`config.mk`:
```
export PLATFORM = sky130hd
export DESIGN_NAME = conv_mac_sequencer
export DESIGN_NICKNAME = d
export VERILOG_FILES = /design/src/rtl/conv_mac_sequencer.sv
export SDC_FILE = /design/constraint.sdc
export NUM_CORES = 1
export LEC_CHECK = 0
export ABC_AREA = 1
export ABC_CLOCK_PERIOD_IN_PS = 3050
export CORE_ASPECT_RATIO = 0.8
export CORE_MARGIN = 2
export CORE_UTILIZATION = 50
export CTS_CLUSTER_SIZE = 16
export DETAILED_ROUTE_END_ITERATION = 8
export PLACE_DENSITY = 0.83
export SLEW_MARGIN = 25
export SYNTH_ARGS = -nofsm -noshare
export SYNTH_HDL_FRONTEND = slang
export SYNTH_SLANG_ARGS = --single-unit
```
`constraint.sdc`:
```
create_clock -name clk -period 3.05 [get_ports clk]
set_input_delay 0.61 -clock clk [delete_from_list [all_inputs] [get_ports clk]]
set_output_delay 0.61 -clock clk [all_outputs]
set_load 0.02 [all_outputs]
```
`src/rtl/conv_mac_sequencer.sv`:
```
// rtl/conv_mac_sequencer.sv - sequences an external pipelined MAC into a 1-D valid-mode convolution
module conv_mac_sequencer #(
    parameter int M  = 4,
    parameter int N  = 8,
    parameter int DW = 14,
    parameter int AW = 28
) (
    input  logic          clk,
    input  logic          reset,
    input  logic [DW-1:0] s_data,
    input  logic          s_valid,
    output logic          s_ready,
    output logic [AW-1:0] m_data,
    output logic          m_valid,
    input  logic          m_ready,
    output logic [DW-1:0] mac_a,
    output logic [DW-1:0] mac_b,
    output logic          mac_valid_in,
    output logic          mac_clear,
    input  logic [AW-1:0] mac_f,
    input  logic          mac_valid_out,
    output logic          busy
);

    // Counters are wide enough to hold N so one width serves i, j, k and rc.
    localparam int CW  = $clog2(N + 1);
    localparam int WIW = $clog2(M);
    localparam int XIW = $clog2(N);

    typedef enum logic [2:0] {
        LOAD_W,
        LOAD_X,
        CLEAR,
        ISSUE,
        DRAIN,
        OUTPUT
    } state_t;

    state_t state, state_next;

    logic [CW-1:0] i_cnt, j_cnt, k_cnt, rc_cnt;
    logic [CW-1:0] x_idx;
    logic [DW-1:0] w_buf [M];
    logic [DW-1:0] x_buf [N];
    logic          collecting;
    logic          last_pulse;

    assign x_idx      = i_cnt + j_cnt;
    assign collecting = (state == ISSUE) || (state == DRAIN);
    // The M-th valid_out since CLEAR closes the current output.
    assign last_pulse = collecting && mac_valid_out && (rc_cnt == CW'(M - 1));
    assign mac_clear  = reset || (state == CLEAR);
    assign busy       = (state != LOAD_W) && (state != LOAD_X);

    // Next-state decode and per-state outputs.
    always_comb begin
        state_next   = state;
        s_ready      = 1'b0;
        m_valid      = 1'b0;
        mac_valid_in = 1'b0;
        mac_a        = '0;
        mac_b        = '0;
        case (state)
            LOAD_W: begin
                s_ready = 1'b1;
                if (s_valid && (k_cnt == CW'(M - 1))) state_next = LOAD_X;
            end
            LOAD_X: begin
                s_ready = 1'b1;
                if (s_valid && (k_cnt == CW'(N - 1))) state_next = CLEAR;
            end
            CLEAR: state_next = ISSUE;
            ISSUE: begin
                mac_valid_in = 1'b1;
                mac_a        = x_buf[x_idx[XIW-1:0]];
                mac_b        = w_buf[j_cnt[WIW-1:0]];
                if (last_pulse)                     state_next = OUTPUT;
                else if (j_cnt == CW'(M - 1))       state_next = DRAIN;
            end
            DRAIN: begin
                if (last_pulse) state_next = OUTPUT;
            end
            OUTPUT: begin
                m_valid = 1'b1;
                if (m_ready) state_next = (i_cnt == CW'(N - M)) ? LOAD_W : CLEAR;
            end
            default: state_next = LOAD_W;
        endcase
    end

    // State, counters and result register.
    always_ff @(posedge clk) begin
        if (reset) begin
            state  <= LOAD_W;
            i_cnt  <= '0;
            j_cnt  <= '0;
            k_cnt  <= '0;
            rc_cnt <= '0;
            m_data <= '0;
        end else begin
            state <= state_next;
            case (state)
                LOAD_W: begin
                    if (s_valid) k_cnt <= (k_cnt == CW'(M - 1)) ? '0 : k_cnt + 1'b1;
                end
                LOAD_X: begin
                    if (s_valid) begin
                        if (k_cnt == CW'(N - 1)) begin
                            k_cnt <= '0;
                            i_cnt <= '0;
                        end else begin
                            k_cnt <= k_cnt + 1'b1;
                        end
                    end
                end
                CLEAR: begin
                    j_cnt  <= '0;
                    rc_cnt <= '0;
                end
                ISSUE: begin
                    j_cnt <= j_cnt + 1'b1;
                    if (mac_valid_out) rc_cnt <= rc_cnt + 1'b1;
                end
                DRAIN: begin
                    if (mac_valid_out) rc_cnt <= rc_cnt + 1'b1;
                end
                OUTPUT: begin
                    if (m_ready && (i_cnt != CW'(N - M))) i_cnt <= i_cnt + 1'b1;
                end
                default: ;
            endcase
            if (last_pulse) m_data <= mac_f;
        end
    end

    // Operand buffers; contents after reset are irrelevant so they carry no reset.
    always_ff @(posedge clk) begin
        if (!reset && (state == LOAD_W) && s_valid) w_buf[k_cnt[WIW-1:0]] <= s_data;
        if (!reset && (state == LOAD_X) && s_valid) x_buf[k_cnt[XIW-1:0]] <= s_data;
    end

endmodule

```
Word-level counts from Yosys, hierarchy flattened
Memories as Yosys holds them, arrays and structs flattened. A register that Yosys moved wholly into a read port is not among the register bits.
Cells that the tools add are included.
Widths: inputs -> output; s select.
- bits in registers: 47
- output and inout bits: 61
- bits in writable memories: 168
- bits in latches: 0
- ROM bits: 0
- memories kept: 2
- bits of input ports: 47
- memories (memory ; words ; width ; rd ports ; clocked after memory_dff ; write ports ; line ; text):
    x_buf ; 8 ; 14 ; 1 ; 0 ; 1 ; 44 ; logic [DW-1:0] x_buf [N];
    w_buf ; 4 ; 14 ; 1 ; 1 ; 1 ; 43 ; logic [DW-1:0] w_buf [M];
- bitwise logic cells: 0
- add/subtract/negate cells: 5
- reductions and logical operators: 25
- eq/ne operators: 22
- mux-type cells: 31
- magnitude comparators: 0
- divide/modulo/power cells: 0
- $mul: 0
- shift operators: 0
- operator list (cell ; count):
    $mux 4 ; 8
    $pmux 4 s2 ; 4
    $mux 14 ; 2
    $mux 3 ; 6
    $pmux 3 s6 ; 1
    $add 4x1->4 const B ; 4
    $ne 2x2->1 const B ; 8
    $eq 4x2->1 const B ; 3
    $logic_and 1x1->1 ; 10
    $eq 4x3->1 const B ; 2
    $reduce_bool 2->1 ; 4
    $mux 1 ; 7
    $eq 3x2->1 const B ; 2
    $eq 3x3->1 const B ; 2
    $mux 2 ; 3
    $reduce_and 5->1 ; 1
    $ne 4x3->1 const B ; 1
    $reduce_and 4->1 ; 1
    $reduce_or 2->1 ; 2
    $add 3x3->3 ; 1
    $eq 3x1->1 const B ; 1
    $logic_not 3->1 ; 1
    $ne 3x1->1 const B ; 1
    $ne 3x2->1 const B ; 1
    other kinds (6) ; 7

Longest topological paths before layout
- depth after elaboration: 6
- gate-level depth with buffers: 10
- gate-level depth less buffers: 10

Worst setup path before layout
Ideal clock, no wire load.
- path type: register to output
- from: register i_cnt[0]
- to: output port mac_a[10]
- arrival time: 2.092 ns
- buffers on the path: 2
- stages on the path, launching flop included: 10
- path slack: 0.348 ns
- cells stage by stage: dfxtp_1 > ha_1 > inv_1 > fa_1 > buf_2 > clkbuf_1 > o21ai_0 > o22ai_1 > nor2_1 > nor3_2
- word-level cells in the longest chain between the ends: 3
- RTL lines (element ; line ; text):
    start: declaration ; 41 ; logic [CW-1:0] i_cnt, j_cnt, k_cnt, rc_cnt;
    start signal: assignment ; 128 ; if (m_ready && (i_cnt != CW'(N - M))) i_cnt <= i_cnt + 1'b1;
    $add 3x3->3 ; 48 ; assign x_idx = i_cnt + j_cnt;
    $mem_v2 8x14 ; - ;
    $mux 14 ; 63 ; case (state)
    end: declaration ; 16 ; output logic [DW-1:0] mac_a,
No other way between the ends.

Final worst setup path
- from: register i_cnt[0]
- to: output port mac_a[4]
Same word-level chain as after synthesis.

==> qor.csv <==
stage,metric,value,unit
outcome,status,finished with violations,
outcome,failing checks,setup timing,
logic_synthesis,sequential area share after synthesis,0.682,
drt,post-route ant nets,0,
cells_and_area,fin nets,1006,
timing,Slew headroom,0.622,
place,Routability Congestion,0.854,
drt,Routed wire per std cell,17.7,um
setup_path,Worst R2R Setup Slack,1070,ps
setup_path,WP data arrival,2570,ps
min_path,Hold Path End,m_data[11],
timing,Setup Skew,13.5,ps
global_route,grt ovf,0,
global_route,number of antenna violations at the first check in global routing,0,
min_path,Hold Crit Class,flip-flop to flip-flop,
drt,routed wire length,21100,um
timing,Fin. Hold Viols,0,
drt,via count,6559,
min_path,worst hold stages,2,
timing,Fin Hold WS,442,ps
floorplan,Die Wd,153,um
setup_path,"Worst Path Class, Setup",flip-flop to output pin,
min_path,hold path start,m_data[11],
job,maxcap violations,0,
floorplan,Die Span Y,123,um
drt,TritonRoute pass-1 iters,5,
setup_path,reg-to-reg startpoint,state[2],
cells_and_area,Antenna diodes,0,
floorplan,DIE AREA,18800,um2
timing,post-route setup slack,-131,ps
timing,Max Slew Vio Count,0,
drt,Residual DRC,0,
logic_synthesis,Syn Nets,870,
floorplan,FP Rows,43,
floorplan,initial core utilization,0.510,
logic_synthesis,"flops & latches, synth",217,
global_route,first-pass GRT wire length,32700,um
logic_synthesis,synth top area cells,"edfxtp_1, dfxtp_1, o21ai_0, nor2_1, nand2_1",
power_and_ir_drop,worst vdd ir,0.380,mV
setup_path,reg2reg end,x_buf[4][1],
setup_path,critical path data required time,2440,ps
cts,Clk Tree Root Cell,clkbuf_16,
logic_synthesis,Avg Inst Size Synth,10.9,um2
place,DP HPWL,12900,um
place,PortBufs,107,
cells_and_area,share of cells above drive strength 1,0.140,
setup_path,Reg2Reg Depth,6,
power_and_ir_drop,PwrDens,586,nW/um2
drt,starting DRC count in detailed routing,745,
setup_path,crit path launch type,flip-flop,
cts,Num CTS Buffers,22,
power_and_ir_drop,leak pwr,4.02,nW
cts,Worst-Skew Late Latency,500,ps
setup_path,endpoint class of the critical path,output pin,
global_route,GR Util All Layers,0.221,
timing,Peak Freq,314,MHz
cts,Worst-path clk slew,60,ps
drt,vias per cell,5.51,
floorplan,I/O Pins,108,
place,Placed Area,10400,um2
timing,Tmin final,3180,ps
place,placed cell count,1142,
timing,period utilization,1.04,
logic_synthesis,mapped cell area,8840,um2
logic_synthesis,leading area contributor after synthesis,edfxtp_1,
cts,H-Tree Depth,1,
cells_and_area,final non-filler cell area,11200,um2
cts,# clock sinks,217,
floorplan,core area,17300,um2
logic_synthesis,Netlist cell types,31,
timing,RSZ-0062 raised after global routing,yes,
cells_and_area,Layout area overhead,26.6,%
logic_synthesis,top cell type's share of synthesized area,0.571,
global_route,largest net degree at the start of global routing,59,
cts,CTS tree,yes,
timing,final setup vio count,11,
timing,Worst-Margin Slew,565,ps
setup_path,critical-path maximum fanout,7,
cts,Clock Tree Buf Depth,3,
cells_and_area,final cell count without fillers,1190,
global_route,vias in the first global route,6367,
logic_synthesis,Mapped Cells,813,
logic_synthesis,Synth warnings,0,
-- worst max-delay path, cell delays in order, from the launching register on --
cell and delay, ps:
dfxtp_2 370, ha_4 140, inv_2 30, fa_2 620, buf_6 180, buf_4 130
nand3_1 110, a21oi_1 240, nor3_2 90, buf_4 180
-- registers in the layout, indices dropped and copies added (netlist names), named ones only --
name and cells:
rc_cnt 4, k_cnt 4, i_cnt 4, w_buf 56
x_buf 112, j_cnt 4, state 3, m_data 28
-- cells by family after synthesis --
logic type	count (synthesis)	share of synthesized area
AND/OR/NAND/NOR	300	0.146
flip-flops	217	0.682
AO/OA/AOI/OAI	178	0.103
buffers and inverters	102	0.0467
adder cells (fa/ha/maj)	10	0.0150
XOR/XNOR	6	0.00764
-- cells in the final DEF (no fill, tap or decap), types with 2 or more instances in the layout --
master / netlist / layout
clkinvlp_4: 0 / 2
nand4_1: 2 / 2
o21ai_0: 91 / 81
buf_4: 1 / 48
buf_6: 1 / 4
inv_1: 60 / 57
xor2_1: 3 / 3
a21oi_2: 0 / 7
buf_12: 0 / 5
nor2_1: 118 / 118
o22ai_1: 14 / 14
nand2_1: 108 / 108
inv_2: 1 / 2
o21ai_1: 0 / 5
clkdlybuf4s50_1: 0 / 89
clkbuf_16: 0 / 23
dfxtp_2: 0 / 2
o21ai_2: 0 / 5
ha_1: 9 / 8
xor2_2: 2 / 2
dlymetal6s2s_1: 0 / 4
nand3_1: 42 / 41
clkinv_1: 1 / 4
nand3_2: 2 / 3
nor3_2: 10 / 18
edfxtp_1: 168 / 168
clkinv_2: 0 / 4
nor3_1: 13 / 5
clkbuf_1: 20 / 6
dfxtp_1: 49 / 47
a21oi_1: 72 / 65
-- synth_stat cells --
cell and instances:
edfxtp_1 168, nor2_1 118, nand2_1 108, o21ai_0 91
a21oi_1 72, inv_1 60, dfxtp_1 49, nand3_1 42
clkbuf_1 20, buf_2 15, o22ai_1 14, nor3_1 13
nor3_2 10, ha_1 9, buf_1 3, xor2_1 3
nand3_2 2, nand4_1 2, xor2_2 2, a211oi_1 1
buf_4 1, buf_6 1, clkinv_1 1, fa_1 1
inv_2 1, nand2_2 1, nand3b_1 1, nor2_2 1
nor3b_1 1, or2_1 1, xnor2_1 1
-- layout make-up --
cell class	count	area (um2)
fillers	1285	6140
inverters	62	245
well taps	225	282
repair buffers	152	1470
multi-input cells	494	2510
flip-flops and latches	217	6030
clock buffers	31	619
clock inverters	9	41.3
-- stage by stage --
stage | util | worst slack, ps | total power, mW | setup TNS (ps)
2_1_floorplan | - | 348 | 3.76 | 0
5_1_grt | 0.646 | -163 | 6.78 | -1790
3_3_place_gp | 0.599 | 0.510 | 4.03 | 0
6_report | 0.646 | -131 | 6.56 | -568
4_1_cts | 0.640 | -88.5 | 6.56 | -525
3_5_place_dp | 0.599 | -122 | 4.06 | -461
-- how the worst max path moves through the flow --
stage,endpoint,depth (start not counted),slack [ps],startpoint
6_report,mac_a[4],9,-130,i_cnt[0]
5_1_grt,mac_a[13],9,-160,i_cnt[0]
4_1_cts,mac_a[4],9,-90,i_cnt[0]
3_5_place_dp,mac_a[13],9,-120,j_cnt[0]
3_3_place_gp,mac_a[2],10,0.5,i_cnt[0]
2_1_floorplan,mac_a[10],9,350,i_cnt[0]
-- repair_timing --
item                                    in CTS  in global routing
pin swaps                                   17                  9
gates resized for setup                     97                 21
endpoints found under the setup margin      14                 20
hold buffers                                 0                  0
buffers inserted                             3                  5
-- power by group --
part,internal [mW],switching [mW]
logic,0.299,0.483
clock network,1.41,1.07
registers,3.25,0.0354
total,4.97,1.59
-- per-layer routing --
metal / vias up / share of wire / track usage
met5: - / 0 / 0
met4: 0 / 0.020 / 0.0694
met3: 38 / 0.091 / 0.0438
met2: 286 / 0.46 / 0.358
met1: 3158 / 0.43 / 0.305
li1: 3077 / - / -
Note: power is estimated with default switching activity, not from simulation.
